**src/rtl/slice_unpacker_pkg.sv**
```systemverilog
// Shared types and helpers for the slice unpacker (state encoding and ratio helper).
package slice_unpacker_pkg;

   typedef enum logic {
      ST_IDLE  = 1'b0,
      ST_SHIFT = 1'b1
   } state_t;

   function automatic int slice_ratio(input int data_w, input int slice_w);
      return data_w / slice_w;
   endfunction

endpackage

```
**src/rtl/slice_unpacker.sv**
```systemverilog
// Width-down converter: one DATA_W-bit word leaves as DATA_W/SLICE_W slices, MSB slice first,
// with valid/ready handshakes on both sides and no bubble between back-to-back words.
module slice_unpacker
   import slice_unpacker_pkg::*;
#(
   parameter int DATA_W  = 4,
   parameter int SLICE_W = 2
) (
   input  logic               clk,
   input  logic               rst_n,
   input  logic               in_valid,
   output logic               in_ready,
   input  logic [DATA_W-1:0]  in_data,
   output logic               out_valid,
   input  logic               out_ready,
   output logic [SLICE_W-1:0] out_data,
   output logic               out_last
);

   localparam int RATIO = slice_ratio(DATA_W, SLICE_W);
   localparam int CNT_W = (RATIO > 2) ? $clog2(RATIO) : 1;

   if (((DATA_W % SLICE_W) != 0) || (RATIO < 2)) begin : g_bad_params
      $error("slice_unpacker: DATA_W must be a multiple of SLICE_W with a ratio of at least 2");
   end

   state_t             state_q, state_d;
   logic [DATA_W-1:0]  word_q, word_d;
   logic [CNT_W-1:0]   cnt_q, cnt_d;
   logic               is_last;

   assign is_last   = (state_q == ST_SHIFT) && (cnt_q == CNT_W'(RATIO - 1));
   assign out_valid = (state_q == ST_SHIFT);
   assign out_last  = is_last;
   assign out_data  = out_valid ? word_q[DATA_W-1 -: SLICE_W] : '0;
   assign in_ready  = (state_q == ST_IDLE) || (is_last && out_ready);

   // Reset drops any word in flight so no partial slices appear after release.
   always_ff @(posedge clk or negedge rst_n) begin
      if (!rst_n) begin
         state_q <= ST_IDLE;
         word_q  <= '0;
         cnt_q   <= '0;
      end else begin
         state_q <= state_d;
         word_q  <= word_d;
         cnt_q   <= cnt_d;
      end
   end

   // On the last-slice handshake a waiting word is loaded directly to keep throughput at one slice per cycle.
   always_comb begin
      state_d = state_q;
      word_d  = word_q;
      cnt_d   = cnt_q;
      case (state_q)
         ST_IDLE: begin
            if (in_valid) begin
               state_d = ST_SHIFT;
               word_d  = in_data;
               cnt_d   = '0;
            end
         end
         ST_SHIFT: begin
            if (out_ready) begin
               if (!is_last) begin
                  word_d = word_q << SLICE_W;
                  cnt_d  = cnt_q + CNT_W'(1);
               end else if (in_valid) begin
                  word_d = in_data;
                  cnt_d  = '0;
               end else begin
                  state_d = ST_IDLE;
               end
            end
         end
         default: state_d = ST_IDLE;
      endcase
   end

endmodule

```
**config.mk**
```make
export PLATFORM = sky130hd
export DESIGN_NAME = slice_unpacker
export DESIGN_NICKNAME = d
export VERILOG_FILES = /design/src/rtl/slice_unpacker_pkg.sv /design/src/rtl/slice_unpacker.sv
export SDC_FILE = /design/constraint.sdc
export NUM_CORES = 1
export LEC_CHECK = 0
export ABC_AREA = 1
export BUFFER_PORTS_ARGS = -buffer_cell sky130_fd_sc_hd__buf_2
export CORE_AREA = 2 2 39 41
export DETAILED_ROUTE_END_ITERATION = 8
export DIE_AREA = 0 0 41 43
export PLACE_DENSITY = 0.52
export SYNTH_ARGS = -nofsm -noshare
export SYNTH_HDL_FRONTEND = slang
export SYNTH_SLANG_ARGS = --single-unit
```
**constraint.sdc**
```tcl
create_clock -name clk -period 0.82 [get_ports clk]
set_input_delay 0.041 -clock clk [delete_from_list [all_inputs] [get_ports clk]]
set_output_delay 0.041 -clock clk [all_outputs]
set_load 0.01 [all_outputs]
```
==> flow_summary.toml, run 1 <==
[yosys]
synth_edf_count = 0
synth_most_common_cell = "nand2_1"
yosys-top-cells-count = "nand2_1, inv_1, dfrtp_1"
synth.distinct_cells = 7
ys_async_sr_fraction_pct = 100.0
synth-main-ff-cell = "dfrtp_1"
seq_area_frac_synth_pct = 46.51
yosysWarnings = 0
synth-seq-cells = 6
yosysTopAreaCell = "dfrtp_1"
synthTopCellsByArea = "dfrtp_1, nand2_1, inv_1"
syn-num-nets = 57
syn_inst = 49
avgSynthCellArea_um2 = 6.588
synth_top_area_share_pct = 46.51
synthesis.area_um2 = 322.8

[worst_hold_path]
min_path_type = "in2reg"
whs_path_depth = 3

[global_route]
antenna_found_initial = 0
grt_usage_pct = 11.73
overflow = 0
grt_pass1_wl_mm = 1.304
grt_pass1_vias = 333
grt_max_degree = 7

[floorplanning]
initial_core_util_pct = 23.33
die_w_um = 41
rows = 14
core-area_mm2 = 0.001384
boundaryPins = 13
die_h_um = 43
die-area_mm2 = 0.001763

[worst_setup_path]
path_depth = 4
reg2reg_depth = 6
cp.arrival_ns = 1.04
path_delay_family = "flip-flops"
reg2reg_to = "cnt_q"
crit_end = "out_data[0]"
slowest_delay_ns = 0.46
required_ns = 0.78
path_class = "reg2out"
end_kind = "output pin"
regToRegStartpoint = "out_valid"
cp-start-kind = "register"
regToRegSetupSlack_ns = -0.25
crit_slowest_cell = "dfrtp_2"
path_buf_inv = 3
cp_cell_sequence = "buf_6, nand2_2, inv_2, buf_6"
crit_start = "out_valid"
crit_fanout = 5
crit_top_cell = "buf_6"

[cts]
clk_pin_slew_worst_paths_ns = 0.06
clock_latency_ns = 0.25
cts_buffers = 3
cts_tree = "built"
cts_root_buffer = "clkbuf_4"
cts-htree-levels = 1
clk_path_buf_depth = 2
cts_sinks = 6

[timing]
worst_slack_ns = -0.2603
rsz0062_at_grt = "true"
period_needed_ns = 1.080
max_freq_mhz = 925.7
max_slew.worst_pin.slew_ns = 0.1493
skew_ns = 0.01255
relSlewSlack_pct = 90.05
hold_ws_ns = 0.02625
final-max-slew-violation-count = 0
final-setup-viol-count = 11
fin_setup_tns_ns = -2.252
hold_viol = 0
finalCritPeriodShare_pct = 131.7

[cells_and_area]
layout-drive-gt1-share_pct = 52.70
diodes = 0
post-route-util_pct = 41.23
layout.nets = 83
syn_to_final_growth_pct = 76.74
final_area_um2 = 570.5

[run_status]
failed_checks = "setup timing"
status = "complete, but fails checks"

[detailed_routing]
drc = 0
first_pass_iters = 4
route.vias.total = 381
wire_per_inst_um = 9.300
first_iter_violations = 8
viasPerCell = 4.233
wl_um = 837
ant_nets = 0

[pwr]
p_per_area_mw_per_mm2 = 2652
sequentialPowerShare_pct = 30.8
p_comb_share_pct = 48.9
p_sw_mw = 0.5425
p_clk_share_pct = 20.3
leakagePower_nw = 0.3345
switching_share_pct = 35.85
irDropWorstVdd_uv = 970.7
intPower_mw = 0.9706

[place]
placed_area_um2 = 421.7
gp_congestion = 0.7692
io_buffers = 12
place_hpwl_um = 537.8

[flow_run]
cap_violations = 0
==> power by group through the flow <==
stage / sequential, mW / clock [mW] / combinational (mW)
after floorplan: 0.456 / 0 / 0.294
after global placement: 0.465 / 0 / 0.444
after detailed placement: 0.464 / 0 / 0.441
after CTS: 0.458 / 0.321 / 0.597
after global routing: 0.472 / 0.337 / 0.831
final: 0.466 / 0.307 / 0.740
==> layout by cell type, fill, tap and decap left out <==
cell type       n
buf_6           7
nand2_1        17
nand3_2         1
inv_1           6
o21ai_1         1
clkbuf_4        3
o21ai_2         1
nand2_2         8
dlygate4sd3_1   1
buf_2           8
inv_2           4
nand3_1         4
buf_4           5
clkbuf_1        1
nand2_4         1
dfrtp_1         5
dfrtp_2         1
==> worst min-delay path: cells and delay by family <==
family	cells	cell delay, ns
simple gates	2	0.11
buf+inv	1	0.07
==> metal layers <==
layer	wire length (um)	track usage (%)	part of all wire, %
met1	392	13.16	47
met2	394	16.25	47
met3	34	6.283	4.1
met4	14	8.000	1.7
met5	0	0	0
==> how the worst min path moves through the flow <==
stage                    start        end  slack, ns
floorplan                rst_n      cnt_q      -0.25
global placement         rst_n  word_q[2]      -0.13
detailed placement       rst_n  word_q[2]      -0.12
CTS                 in_data[0]  word_q[0]       0.02
global route        in_data[1]  word_q[1]       0.03
finish              in_data[1]  word_q[1]       0.03
==> timing repair <==
action	CTS	global route
setup buffers	6	1
pin swaps	3	4
endpoints found under the hold margin	6	0
hold buffers	1	0
endpoints found under the setup margin	11	11
resized for setup	4	14
==> logic make-up (layout without fill, tap and decap cells) <==
kind of cell / Yosys count / count (layout) / share of synthesized area [%]
flops: 6 / 6 / 46.51
simple gates: 31 / 31 / 38.76
buf+inv: 10 / 35 / 11.63
compound gates: 2 / 2 / 3.101
==> sequential cells by signal, summed over array words and instances, names as in the netlist <==
register   flops
word_q         4
cnt_q          1
out_valid      1
==> area by class of cell <==
cell class,count,area (um2)
Clock buffer,4,26.28
Fill cell,154,813.3
Inverter,10,37.54
Multi-Input combinational cell,33,168.9
Sequential cell,6,151.4
Tap cell,16,20.02
Timing Repair Buffer,21,166.4
==> through the flow <==
step / power (mW) / cells / setup WS, ns
finish: 1.513 / 90 / -0.2603
global route: 1.640 / 90 / -0.3022
CTS: 1.376 / 89 / -0.2713
detailed placement: 0.9053 / 78 / -0.08673
global placement: 0.9083 / 78 / -0.08290
floorplan: 0.7494 / 49 / -0.06484
Note: power is estimated with default switching activity, not from simulation.
==> run 2, diff against run 1 <==
HOLD_SLACK_MARGIN = 0.1   (was not set)
==> run 2 against run 1 <==
  * The run still ends with setup timing left
  * Fmax hardly changed
  * Critical path depth did not move
  * Via count is 4.5% higher
  * Hold slack gained 0.082 ns
  * Sequential power is essentially flat
  * Count of clock-buffer cells in the layout stayed put
  * Global-route usage rose by 1.5 points
  * Sequential share of layout area fell by 1.7 points
  * Die area is the same
  * Routed wire length rose by 9.2%
  * Highest routed layer unchanged
==> flow_summary.toml, run 2 (same netlist as run 1, synthesis figures left out) <==
[cells_and_area]
largest_reg_flops = 4
fillers = 151
diodes = 0
layout.nets = 87
final_area_um2 = 610.6
syn_to_final_growth_pct = 89.15
layout-drive-gt1-share_pct = 50.00
fin_cells = 94
regArea_um2 = 151.4
multi_input_area_um2 = 168.9
mostFrequentLayoutCells = "nand2_1, nand2_2, buf_2"
top_register = "word_q"
layout_commonest_cell = "nand2_1"

[timing]
worst_slack_ns = -0.2604
max_freq_mhz = 925.5
final-max-slew-violation-count = 0
final-setup-viol-count = 11
max_slew.worst_pin.slew_ns = 0.1493
period_needed_ns = 1.080
rsz0062_at_grt = "true"
fin_setup_tns_ns = -2.251
finalCritPeriodShare_pct = 131.8
hold_viol = 0
relSlewSlack_pct = 90.05
skew_ns = 0.01223

[global_route]
grt_usage_pct = 13.25
overflow = 0
grt_pass1_wl_mm = 1.462
grt_pass1_vias = 354
antenna_found_initial = 0
grt_max_degree = 7

[worst_setup_path]
path_class = "reg2out"
cp_cell_sequence = "buf_6, nand2_2, inv_2, buf_6"
slowest_delay_ns = 0.46
required_ns = 0.78
cp.arrival_ns = 1.04
crit_slowest_cell = "dfrtp_2"
reg2reg_depth = 6
crit_top_cell = "buf_6"
crit_fanout = 5
cp-start-kind = "register"
end_kind = "output pin"

[pwr]
intPower_mw = 0.9833
p_comb_share_pct = 49.5
sequentialPowerShare_pct = 30.4
p_sw_mw = 0.5464
leakagePower_nw = 0.3512
p_per_area_mw_per_mm2 = 2505
irDropWorstVdd_uv = 1083
power.total_mw = 1.530
switching_share_pct = 35.72
p_clk_share_pct = 20.1

[floorplanning]
die_h_um = 43
initial_core_util_pct = 23.33
die_w_um = 41
boundaryPins = 13
rows = 14
core-area_mm2 = 0.001384
die-area_mm2 = 0.001763

[place]
placed_cells = 78
io_buffers = 12
gp_congestion = 0.7692
placed_area_um2 = 421.7
place_hpwl_um = 537.8
place_ws_ns = -0.08673

[detailed_routing]
ant_nets = 0
viasPerCell = 4.234
drc = 0
route.vias.total = 398
first_iter_violations = 5
first_pass_iters = 4
wire_per_inst_um = 9.723
wl_um = 914

[cts]
cts_sinks = 6
clock_latency_ns = 0.25
clk_pin_slew_worst_paths_ns = 0.06
clk_path_buf_depth = 2
cts_root_buffer = "clkbuf_4"
cts-htree-levels = 1
cts_buffers = 3
cts_tree = "built"

[run_status]
status = "complete, but fails checks"
failed_checks = "setup timing"

[worst_hold_path]
min_path_type = "in2reg"
whs_path_depth = 5

[flow_run]
cap_violations = 0
## run 2: cell count changes in the layout (fill, tap and decap cells not counted), sizes merged
cell         before  now
dlygate4sd3       1    5
## run 2: what timing repair did
| action | in CTS | in global routing |
|---|---|---|
| endpoints found under the setup margin | 11 | 11 |
| hold buffers | 5 | 0 |
| pin swaps | 3 | 4 |
| hold endpoints to repair | 9 | 0 |
| resized for setup | 4 | 14 |
| setup buffers | 6 | 1 |
## run 2: cell type report
cell class | instances | area share, %
Clock buffer | 4 | 4.303
Inverter | 10 | 6.148
Multi-Input combinational cell | 33 | 27.66
Timing Repair Buffer | 25 | 33.81
Tap cell | 16 | 3.279
Sequential cell | 6 | 24.80
## run 2: critical path, delay by kind of cell (launching register included)
kind,cells,cell delay (ns)
buffers and inverters,3,0.27
DFF,1,0.46
and+or+nand+nor,1,0.05
## run 2: final timing paths
check	start	end	slack (ns)
worst min register to register	word_q[0]	word_q[0]	0.48
max in group asynchronous	rst_n	word_q[0]	0.52
worst max register to register	out_valid	cnt_q	-0.25
min in group asynchronous	rst_n	word_q[2]	0.14
worst min-delay path	in_data[2]	word_q[2]	0.11
worst max-delay path	out_valid	out_data[0]	-0.26
## run 2: routing by layer
| layer | vias to the layer above | part of all wire (%) | routed length, um | GRT usage, % |
|---|---|---|---|---|
| met5 | - | 0 | 0 | 0 |
| met4 | 0 | 1.5 | 14 | 8.000 |
| met3 | 2 | 3.7 | 34 | 6.283 |
| met2 | 12 | 49 | 451 | 19.38 |
| met1 | 181 | 45 | 413 | 14.80 |
| li1 | 203 | - | - | - |
## run 2: through the flow
step | util, % | hold slack, ns
6_report | 44.12 | 0.1082
5_1_grt | 44.12 | 0.1286
4_1_cts | 40.24 | 0.1055
3_5_place_dp | 30.47 | -0.1235
3_3_place_gp | 30.47 | -0.1258
2_1_floorplan | - | -0.2546
## run 2: power groups by stage
stage,clock [mW],sequential [mW],combinational (mW)
6_report,0.308,0.465,0.757
5_1_grt,0.337,0.472,0.849
4_1_cts,0.321,0.458,0.612
3_5_place_dp,0,0.464,0.441
3_3_place_gp,0,0.465,0.444
2_1_floorplan,0,0.456,0.294
==> run 3, diff against run 2 <==
CTS_BUF_LIST = sky130_fd_sc_hd__clkbuf_2   (was not set)
==> run 3 against run 2 <==
  * The flow still finishes with violations (setup timing)
  * Total power decreased by 4.2%
  * Clock skew increased by 0.0067 ns
  * Combinational power decreased by 1%
  * Core utilization decreased by 1.2 points
  * Design area decreased by 2.7%
  * Die area unchanged
  * Critical endpoint is now in_ready
  * Highest routed layer unchanged
==> flow_summary.toml, run 3 (same netlist as run 1, synthesis figures left out) <==
[cells_and_area]
layout.nets = 86
diodes = 0
fin_cells = 93
syn_to_final_growth_pct = 84.11
top_register = "word_q"
largest_reg_flops = 4
mostFrequentLayoutCells = "nand2_1, nand2_2, buf_2"
post-route-util_pct = 42.95
layout-drive-gt1-share_pct = 53.25
layout_commonest_cell = "nand2_1"

[pwr]
p_comb_share_pct = 51.1
sequentialPowerShare_pct = 31.6
p_sw_mw = 0.5458
leakagePower_nw = 0.3471
p_clk_share_pct = 17.3
intPower_mw = 0.9202
switching_share_pct = 37.23
p_per_area_mw_per_mm2 = 2467
power.total_mw = 1.466
irDropWorstVdd_uv = 1032

[place]
io_buffers = 12
placed_cells = 78
gp_congestion = 0.7692
place_hpwl_um = 537.8
place_ws_ns = -0.08673

[worst_setup_path]
path_delay_family = "flip-flops"
regToRegSetupSlack_ns = -0.26
required_ns = 0.78
cp.arrival_ns = 1.04
reg2reg_depth = 6
cp-start-kind = "register"
path_buf_inv = 2
regToRegStartpoint = "out_valid"
crit_top_cell = "nand2_2"
reg2reg_to = "cnt_q"
path_class = "reg2out"
crit_slowest_cell = "dfrtp_2"
end_kind = "output pin"
cp_cell_sequence = "nand2_2, nand2_2, inv_2, buf_6"
crit_fanout = 5
slowest_delay_ns = 0.47

[cts]
clk_pin_slew_worst_paths_ns = 0.08
cts-htree-levels = 1
cts_root_buffer = "clkbuf_2"
clk_path_buf_depth = 2
cts_tree = "built"
cts_sinks = 6
cts_buffers = 3
clock_latency_ns = 0.24

[timing]
finalCritPeriodShare_pct = 132.0
max_freq_mhz = 923.6
relSlewSlack_pct = 90.03
max_slew.worst_pin.slew_ns = 0.1495
worst_slack_ns = -0.2627
final-max-slew-violation-count = 0
hold_ws_ns = 0.1045
rsz0062_at_grt = "true"
skew_ns = 0.01897
period_needed_ns = 1.083
hold_viol = 0
final-setup-viol-count = 11

[global_route]
grt_pass1_vias = 339
antenna_found_initial = 0
grt_usage_pct = 11.93
grt_max_degree = 7
grt_pass1_wl_mm = 1.338
overflow = 0

[floorplanning]
rows = 14
die_w_um = 41
boundaryPins = 13
core-area_mm2 = 0.001384
initial_core_util_pct = 23.33
die_h_um = 43
die-area_mm2 = 0.001763

[worst_hold_path]
whs_path_depth = 3
hp-start = "in_valid"
min_path_type = "in2reg"
min_to = "word_q[1]"

[run_status]
failed_checks = "setup timing"
status = "complete, but fails checks"

[detailed_routing]
drc = 0
viasPerCell = 4.247
wire_per_inst_um = 9.301
route.vias.total = 395
first_iter_violations = 5
first_pass_iters = 4
ant_nets = 0
wl_um = 865

[flow_run]
cap_violations = 0
-- run 3: timing repair --
item,in CTS,in global routing
setup endpoints to repair,11,11
endpoints found under the hold margin,9,0
resized for setup,5,14
pin swaps,3,5
hold buffers,4,0
setup buffers,6,1
-- run 3: layout make-up --
cell class / count / area (um2)
Multi-Input combinational cell: 33 / 171.4
Inverter: 10 / 37.54
Timing Repair Buffer: 24 / 193.9
Fill cell: 154 / 789.5
Clock buffer: 4 / 20.02
Tap cell: 16 / 20.02
Sequential cell: 6 / 151.4
-- run 3: power groups by stage --
stage	clock (mW)	combinational [mW]	sequential, mW
after floorplan	0	0.294	0.456
after global placement	0	0.444	0.465
after detailed placement	0	0.441	0.464
after CTS	0.258	0.612	0.457
after global routing	0.279	0.838	0.472
final	0.253	0.749	0.463
-- run 3: how the worst max path moves through the flow --
| stage | from | end | cells past startpoint |
|---|---|---|---|
| after floorplan | out_valid | word_q[0] | 5 |
| after global placement | out_valid | cnt_q | 4 |
| after detailed placement | cnt_q | word_q[1] | 6 |
| after CTS | out_valid | out_data[0] | 4 |
| after global routing | out_valid | in_ready | 4 |
| final | out_valid | in_ready | 4 |
-- run 3: through the flow --
step	cell area [um2]	setup TNS, ns
3_3_place_gp	421.7	-0.4416
3_5_place_dp	421.7	-0.4014
6_report	594.3	-2.319
4_1_cts	545.5	-2.085
5_1_grt	594.3	-2.848
2_1_floorplan	334.1	-0.2820
-- run 3: worst min-delay path, stage by stage --
cell and delay (ns):
buf_2 0.14, nand3_2 0.07, nand2_1 0.04
-- run 3: per-layer routing --
metal	vias up	track usage [%]	part of all wire, %
li1	200	-	-
met1	174	14.14	40
met2	17	16.88	49
met3	4	6.283	8.6
met4	0	6.000	2.5
met5	-	0	0
